## src/rtl/vga_timing_gen_if.sv

```systemverilog
// Raster timing bundle: pixel counters, syncs, active-video flag and strobes.
// The generator drives it (master) and the renderer consumes it (slave).
interface vga_timing_gen_if;
    logic [9:0] hortional_counter;
    logic [9:0] vertiacl_counter;
    logic       hsync;
    logic       vsync;
    logic       video_on;
    logic       pix_tick;
    logic       line_tick;
    logic       frame_tick;

    modport master (
        output hortional_counter, vertiacl_counter, hsync, vsync,
               video_on, pix_tick, line_tick, frame_tick
    );

    modport slave (
        input  hortional_counter, vertiacl_counter, hsync, vsync,
               video_on, pix_tick, line_tick, frame_tick
    );
endinterface

```

## src/rtl/vga_timing_gen.sv

```systemverilog
// VGA raster timing source: divides clk down to the pixel rate and produces
// column/line counters with registered sync, active-video and strobe decodes.
module vga_timing_gen #(
    parameter int CLK_DIV  = 2,
    parameter int H_ACTIVE = 640,
    parameter int H_FP     = 16,
    parameter int H_SYNC   = 96,
    parameter int H_BP     = 48,
    parameter int V_ACTIVE = 480,
    parameter int V_FP     = 10,
    parameter int V_SYNC   = 2,
    parameter int V_BP     = 33,
    parameter bit SYNC_ACT = 1'b0
) (
    input  logic              clk,
    input  logic              reset,
    vga_timing_gen_if.master  o_vga
);

    localparam int H_TOTAL = H_ACTIVE + H_FP + H_SYNC + H_BP;
    localparam int V_TOTAL = V_ACTIVE + V_FP + V_SYNC + V_BP;
    localparam int DIV_W   = (CLK_DIV > 1) ? $clog2(CLK_DIV) : 1;

    localparam logic [DIV_W-1:0] DIV_MAX  = DIV_W'(CLK_DIV - 1);
    localparam logic [9:0]       H_LAST   = 10'(H_TOTAL - 1);
    localparam logic [9:0]       V_LAST   = 10'(V_TOTAL - 1);
    localparam logic [9:0]       H_VIS    = 10'(H_ACTIVE);
    localparam logic [9:0]       V_VIS    = 10'(V_ACTIVE);
    localparam logic [9:0]       HS_START = 10'(H_ACTIVE + H_FP);
    localparam logic [9:0]       HS_END   = 10'(H_ACTIVE + H_FP + H_SYNC - 1);
    localparam logic [9:0]       VS_START = 10'(V_ACTIVE + V_FP);
    localparam logic [9:0]       VS_END   = 10'(V_ACTIVE + V_FP + V_SYNC - 1);

    generate
        if (H_TOTAL > 1024 || V_TOTAL > 1024) begin : g_bad_totals
            $error("vga_timing_gen: H_TOTAL/V_TOTAL exceed the 10-bit counter range");
        end
        if (CLK_DIV < 1) begin : g_bad_div
            $error("vga_timing_gen: CLK_DIV must be at least 1");
        end
    endgenerate

    logic [DIV_W-1:0] r_div;
    logic             r_pix_tick;
    logic [9:0]       r_h;
    logic [9:0]       r_v;
    logic             r_hsync;
    logic             r_vsync;
    logic             r_video_on;
    logic             r_line_tick;
    logic             r_frame_tick;

    logic [9:0]       w_h_next;
    logic [9:0]       w_v_next;
    logic             w_wrap_line;
    logic             w_wrap_frame;

    always_comb begin
        w_h_next     = r_h;
        w_v_next     = r_v;
        w_wrap_line  = 1'b0;
        w_wrap_frame = 1'b0;
        if (r_pix_tick) begin
            if (r_h == H_LAST) begin
                w_h_next    = '0;
                w_wrap_line = 1'b1;
                if (r_v == V_LAST) begin
                    w_v_next     = '0;
                    w_wrap_frame = 1'b1;
                end else begin
                    w_v_next = r_v + 10'd1;
                end
            end else begin
                w_h_next = r_h + 10'd1;
            end
        end
    end

    // Decodes are taken from the next counter values so they land on the same
    // edge as the counters and never lag them.
    always_ff @(posedge clk or negedge reset) begin
        if (!reset) begin
            r_div        <= '0;
            r_pix_tick   <= 1'b0;
            r_h          <= '0;
            r_v          <= '0;
            r_hsync      <= ~SYNC_ACT;
            r_vsync      <= ~SYNC_ACT;
            r_video_on   <= 1'b0;
            r_line_tick  <= 1'b0;
            r_frame_tick <= 1'b0;
        end else begin
            r_div        <= (r_div == DIV_MAX) ? '0 : r_div + DIV_W'(1);
            r_pix_tick   <= (r_div == DIV_MAX);
            r_h          <= w_h_next;
            r_v          <= w_v_next;
            r_hsync      <= (w_h_next >= HS_START && w_h_next <= HS_END) ? SYNC_ACT : ~SYNC_ACT;
            r_vsync      <= (w_v_next >= VS_START && w_v_next <= VS_END) ? SYNC_ACT : ~SYNC_ACT;
            r_video_on   <= (w_h_next < H_VIS) && (w_v_next < V_VIS);
            r_line_tick  <= w_wrap_line;
            r_frame_tick <= w_wrap_frame;
        end
    end

    assign o_vga.hortional_counter = r_h;
    assign o_vga.vertiacl_counter  = r_v;
    assign o_vga.hsync             = r_hsync;
    assign o_vga.vsync             = r_vsync;
    assign o_vga.video_on          = r_video_on;
    assign o_vga.pix_tick          = r_pix_tick;
    assign o_vga.line_tick         = r_line_tick;
    assign o_vga.frame_tick        = r_frame_tick;

endmodule

```

## src/flat_wrapper.sv

```systemverilog
// flat-port wrapper written by rule: the top's interface ports become plain ports
module vga_timing_gen_flat 
#(
    parameter int CLK_DIV  = 2,
    parameter int H_ACTIVE = 640,
    parameter int H_FP     = 16,
    parameter int H_SYNC   = 96,
    parameter int H_BP     = 48,
    parameter int V_ACTIVE = 480,
    parameter int V_FP     = 10,
    parameter int V_SYNC   = 2,
    parameter int V_BP     = 33,
    parameter bit SYNC_ACT = 1'b0
)
  (clk, reset, o_vga_hortional_counter, o_vga_vertiacl_counter, o_vga_hsync, o_vga_vsync, o_vga_video_on, o_vga_pix_tick, o_vga_line_tick, o_vga_frame_tick);
  vga_timing_gen_if o_vga_i ();
  input  logic clk;
  input  logic reset;
  output wire logic [$bits(o_vga_i.hortional_counter)-1:0] o_vga_hortional_counter;
  output wire logic [$bits(o_vga_i.vertiacl_counter)-1:0] o_vga_vertiacl_counter;
  output wire logic [$bits(o_vga_i.hsync)-1:0] o_vga_hsync;
  output wire logic [$bits(o_vga_i.vsync)-1:0] o_vga_vsync;
  output wire logic [$bits(o_vga_i.video_on)-1:0] o_vga_video_on;
  output wire logic [$bits(o_vga_i.pix_tick)-1:0] o_vga_pix_tick;
  output wire logic [$bits(o_vga_i.line_tick)-1:0] o_vga_line_tick;
  output wire logic [$bits(o_vga_i.frame_tick)-1:0] o_vga_frame_tick;
  assign o_vga_hortional_counter = o_vga_i.hortional_counter;
  assign o_vga_vertiacl_counter = o_vga_i.vertiacl_counter;
  assign o_vga_hsync = o_vga_i.hsync;
  assign o_vga_vsync = o_vga_i.vsync;
  assign o_vga_video_on = o_vga_i.video_on;
  assign o_vga_pix_tick = o_vga_i.pix_tick;
  assign o_vga_line_tick = o_vga_i.line_tick;
  assign o_vga_frame_tick = o_vga_i.frame_tick;
  vga_timing_gen #(.CLK_DIV(CLK_DIV), .H_ACTIVE(H_ACTIVE), .H_FP(H_FP), .H_SYNC(H_SYNC), .H_BP(H_BP), .V_ACTIVE(V_ACTIVE), .V_FP(V_FP), .V_SYNC(V_SYNC), .V_BP(V_BP), .SYNC_ACT(SYNC_ACT)) u_core (.clk(clk), .reset(reset), .o_vga(o_vga_i));
endmodule
```

## config.mk

```make
export PLATFORM = sky130hd
export DESIGN_NAME = vga_timing_gen_flat
export DESIGN_NICKNAME = d
export VERILOG_FILES = /design/src/rtl/vga_timing_gen_if.sv /design/src/rtl/vga_timing_gen.sv /design/src/flat_wrapper.sv
export SDC_FILE = /design/constraint.sdc
export NUM_CORES = 1
export LEC_CHECK = 0
export BUFFER_PORTS_ARGS = -buffer_cell sky130_fd_sc_hd__buf_4
export CAP_MARGIN = 20
export CELL_PAD_IN_SITES_DETAIL_PLACEMENT = 1
export CELL_PAD_IN_SITES_GLOBAL_PLACEMENT = 2
export CORE_UTILIZATION = 36
export CTS_CLUSTER_SIZE = 12
export DETAILED_ROUTE_END_ITERATION = 7
export PLACE_DENSITY_LB_ADDON = 0.1
export SETUP_SLACK_MARGIN = 0.05
export SLEW_MARGIN = 30
export SYNTH_ARGS = -nofsm -noshare
export SYNTH_HDL_FRONTEND = slang
export SYNTH_SLANG_ARGS = --single-unit
```

## constraint.sdc

```tcl
create_clock -name clk -period 4.2 [get_ports clk]
set_input_delay 0.21 -clock clk [delete_from_list [all_inputs] [get_ports clk]]
set_output_delay 0.21 -clock clk [all_outputs]
set_load 0.01 [all_outputs]
```

# Yosys cells after proc, flatten, opt, wreduce, memory -nomap -nowiden

Cells that the tools add are included.

$lt $le $gt $ge: 6
Muxes and demuxes: 13
Reduce and logical (&&, ||, !) cells: 3
Add/subtract/negate cells: 3
Equality and inequality tests: 2

Operators with widths:

| cell                                                                           | number |
|---|---|
| 10-bit 2-to-1 mux                                                              | 5 |
| 10-bit by 1-bit adder with 10-bit output (second input constant)               | 2 |
| 10-bit == test (second input constant)                                         | 2 |
| 10-bit >= comparator (second input constant)                                   | 1 |
| 10-bit by 9-bit >= comparator with 1-bit output (second input constant)        | 1 |
| 10-bit <= comparator (second input constant)                                   | 1 |
| 10-bit by 9-bit <= comparator with 1-bit output (second input constant)        | 1 |
| 10-bit less-than comparator (second input constant)                            | 1 |
| 10-bit by 9-bit less-than comparator with 1-bit output (second input constant) | 1 |
| 1-bit 2-to-1 mux                                                               | 8 |
| 1-bit logical AND                                                              | 3 |
| 1-bit adder (second input constant)                                            | 1 |

Input bits: 2
Output and inout port bits: 26
Word-level logic and storage cells: 36
Register bits after elaboration: 27

# Longest topological paths before layout

Depth in word-level cells: 7
Depth in mapped cells: 8
Gate-level depth less buffers: 8

# Worst setup path before layout

Ideal clock, no wire load.

Path type: reg2reg
Start point: register u_core.r_h[5] (netlist: u_core.o_vga.hortional_counter[5])
End point: register u_core.r_video_on (netlist: u_core.o_vga.video_on)
Period minus slack after synthesis: 2.081 ns
Library setup time: 0.107 ns
Setup slack: 2.119 ns
Required time: 4.093 ns
Arrival time: 1.975 ns
Path buffers: 0
Cell stages (with the launch flop): 7
Path through: dfrtp_1 > or3_4 > nor4_4 > nand4_1 > xnor2_2 > and3b_2 > a2111oi_4

Longest elaborated chain between the ends: 5
Elaborated cells between the ends (all ways): 9
Classes of those cells: add/sub (1); order compare (2); eq/ne (1); mux (4); reduce/logical (1)

RTL lines:

| element                                                | RTL line             | RTL |
|---|---|---|
| start, declared                                        | vga_timing_gen.sv:45 | `logic [9:0] r_h;` |
| start signal, assigned                                 | vga_timing_gen.sv:95 | `r_h <= w_h_next;` |
| 10-bit == test                                         | vga_timing_gen.sv:64 | `if (r_h == H_LAST) begin` |
| 10-bit 2-to-1 mux                                      | vga_timing_gen.sv:64 |  |
| 10-bit 2-to-1 mux                                      | vga_timing_gen.sv:63 | `if (r_pix_tick) begin` |
| net u_core.w_v_next[6]                                 | vga_timing_gen.sv:54 | `logic [9:0] w_v_next;` |
| 10-bit by 9-bit less-than comparator with 1-bit output | vga_timing_gen.sv:99 | `r_video_on <= (w_h_next < H_VIS) && (w_v_next < V_VIS);` |
| 1-bit logical AND                                      | vga_timing_gen.sv:99 |  |
| end signal, assigned                                   | vga_timing_gen.sv:99 |  |
| end, declared                                          | vga_timing_gen.sv:49 | `logic r_video_on;` |

The timed path passes the listed nets, and every way through them passes these cells.

# Final worst setup path

Ends and elaborated chain as after synthesis.

==> reports/metrics.yaml <==
cts:
  htreeDepth: 1
  clockBufferDepth: 2
  cts_sinks: 27
  cts_tree: "done"
  clk_latency_ns: 0.26
  clk_pin_slew_ns: 0.09
  postCtsSetupRepairBufs: 0
  cts_root_buffer: "clkbuf_8"
  cts_inserted_buffers: 3
floorplan:
  core_area_sq_um: 3720
  io_pins: 28
  initial_core_util_pct: 38.1
  num_rows: 22
  fp.dieArea_sq_um: 4190
  die_x_um: 64.7
  die_y_um: 64.7
global_routing:
  grt_pass1_wl_um: 5440
  grt_pass1_vias: 1148
  grt_max_degree: 28
  grtUsageMet3_pct: 2.46
  grtUsageMet1_pct: 20.6
  use_met2_pct: 30.1
  grt_usage_pct: 16.9
  grt-ovfl-total: 0
  busiest_layer: "met2"
  antenna_found_initial: 0
critical_path:
  cp-end-kind: "flip-flop"
  cp_max_fo: 24
  slowest_delay_ns: 0.44
  cp_cell_sequence: "or3_4, nor4_4, buf_4, nand4_1, xnor2_2, and3b_2, a2111oi_4"
  crit_arrival_ns: 2.47
  setup.worst_path.class: "flip-flop to flip-flop"
  worstPathRequired_ns: 4.37
  start_kind: "flip-flop"
  crit_path_top_delay_cell: "dfrtp_1"
min_path:
  hold_path.class: "flip-flop to flip-flop"
timing:
  report.final.slew_viol_count: 0
  worstMarginPinSlew_ns: 0.362
  finalHoldViolations: 0
  relSlewSlack_pct: 75.6
  holdWs_ns: 0.392
  rsz0062_at_grt: "no"
  fin_skew_ns: 0.00270
  setup_tns_ns: 0
  setup_violations: 0
  period_share_pct: 54.8
  finalWorstSetupSlack_ns: 1.90
  fmax_mhz: 434
  finalCriticalPeriod_ns: 2.30
drt:
  post-route-drc-count: 0
  postRouteAntennaNets: 0
  drt_first_pass_iters: 2
  drt-wirelength-per-cell_um: 15.1
  via_count: 1123
  drtIter0Drc: 39
  drt_wl_total_um: 3180
  viasPerCell: 5.32
run_status:
  status: "complete, no violations"
yosys:
  synth_warnings: 0
  synth_area_per_cell_sq_um: 10.5
  syn_inst: 135
  netlist.area_leader.share_pct: 44.2
  ys_seq_area_share_pct: 47.9
  synth-edff-count: 0
  async_flop_share_pct: 100
  yosys.area.top_type: "dfrtp_1"
  syn_nets: 140
  synth_ff_type: "dfrtp_1"
  synth-seq-cells: 27
  syn-cell-area_sq_um: 1420
  synth_cell_type_count: 42
  synthTopCellsByArea: "dfrtp_1, dfstp_2, xnor2_1"
layout:
  seq_area_sq_um: 678
  drive_gt1_share_pct: 26.4
  final_cell_mix: "buf_4, dfrtp_1, nand2_1"
  nets: 169
  num-fill-cells: 432
  syn_to_final_growth_pct: 19.7
  fin_util_pct: 45.6
  final_common_cell: "buf_4"
  multi_input_area_sq_um: 672
  antenna_cells: 0
power_and_ir_drop:
  power_density_nw_per_um2: 241
  power.total_w: 0.000408
  vdd_drop_max_v: 0.0000971
  leakagePower_nw: 0.796
placement:
  hpwl_um: 2370
  place_congestion: 0.814
  io_buffers: 27
  dp_slack_ns: 1.93
job:
  maxCapViolations: 0
-- worst max-delay path, delay by kind of cell (launching register included) --
| family | cells | cell delay, ns |
|---|---|---|
| compound gates | 1 | 0.18 |
| xor+xnor | 1 | 0.18 |
| buf+inv | 1 | 0.29 |
| flops | 1 | 0.44 |
| simple gates | 4 | 1.11 |
-- logic make-up after synthesis --
logic type / synth area share (%)
AND/OR/NAND/NOR: 26.8
flip-flops: 47.9
adder cells (fa/ha/maj): 2.65
multiplexers: 0.707
buffers and inverters: 4.60
AO/OA/AOI/OAI: 9.99
XOR/XNOR: 7.34
-- report_power, final --
| part | switching, W | leakage, nW | internal, W |
|---|---|---|---|
| Combinational | 0.00000509 | 0.422 | 0.00000124 |
| Sequential | 0 | 0.351 | 0.000260 |
| Clock | 0.0000745 | 0.0228 | 0.0000677 |
| Total | 0.0000796 | 0.796 | 0.000329 |
-- layout make-up --
class | count | share of cell area (%)
clock buffers | 4 | 2.66
inverters | 5 | 1.11
multi-input cells | 98 | 39.7
flip-flops and latches | 27 | 40.0
well taps | 48 | 3.55
repair buffers | 29 | 13.0
-- through the flow --
step / instances / instance area, sq um
global placement: 206 / 1640
CTS: 211 / 1690
global route: 211 / 1690
finish: 211 / 1690
detailed placement: 206 / 1640
floorplan: 135 / 1420
-- worst paths after layout --
check,from,to,slack (ns),cells past startpoint
hold / removal,u_core.r_div,u_core.o_vga.pix_tick,0.39,0
setup reg to reg,u_core.o_vga.hortional_counter[5],u_core.o_vga.video_on,1.90,7
setup / recovery,u_core.o_vga.hortional_counter[5],u_core.o_vga.video_on,1.90,7
min in group asynchronous,reset,u_core.o_vga.hortional_counter[2],0.40,2
max in group asynchronous,reset,u_core.o_vga.hsync,3.50,2
hold reg to reg,u_core.r_div,u_core.o_vga.pix_tick,0.39,0
-- synthesized netlist by cell type (all sizes together) (2+ instances only) --
library cell   n
a21oi          5
and2           2
and3           3
buf            5
dfrtp         25
dfstp          2
ha             3
inv            5
nand2         12
nand3          7
nand4          8
nand4b         3
nor2           9
nor2b          2
nor3           5
o21ai          8
or3            4
xnor2          7
xor2           4
-- state kept, by name, indices dropped and copies added (netlist names) --
register,count
u_core.o_vga.frame_tick,1
u_core.o_vga.hortional_counter,10
u_core.o_vga.hsync,1
u_core.o_vga.line_tick,1
u_core.o_vga.pix_tick,1
u_core.o_vga.vertiacl_counter,10
u_core.o_vga.video_on,1
u_core.o_vga.vsync,1
u_core.r_div,1
-- metal layers --
layer  up-vias  share of wire, %
li1        539                 -
met2        18                52
met4         0              0.72
met1       564                44
met3         2               3.0
met5         -                 0
-- repair_timing --
item | in CTS | in global routing
endpoints found under the hold margin | 25 | 0
hold buffers | 1 | 0
resized for setup | 0 | 0
Note: power is estimated with default switching activity, not from simulation.
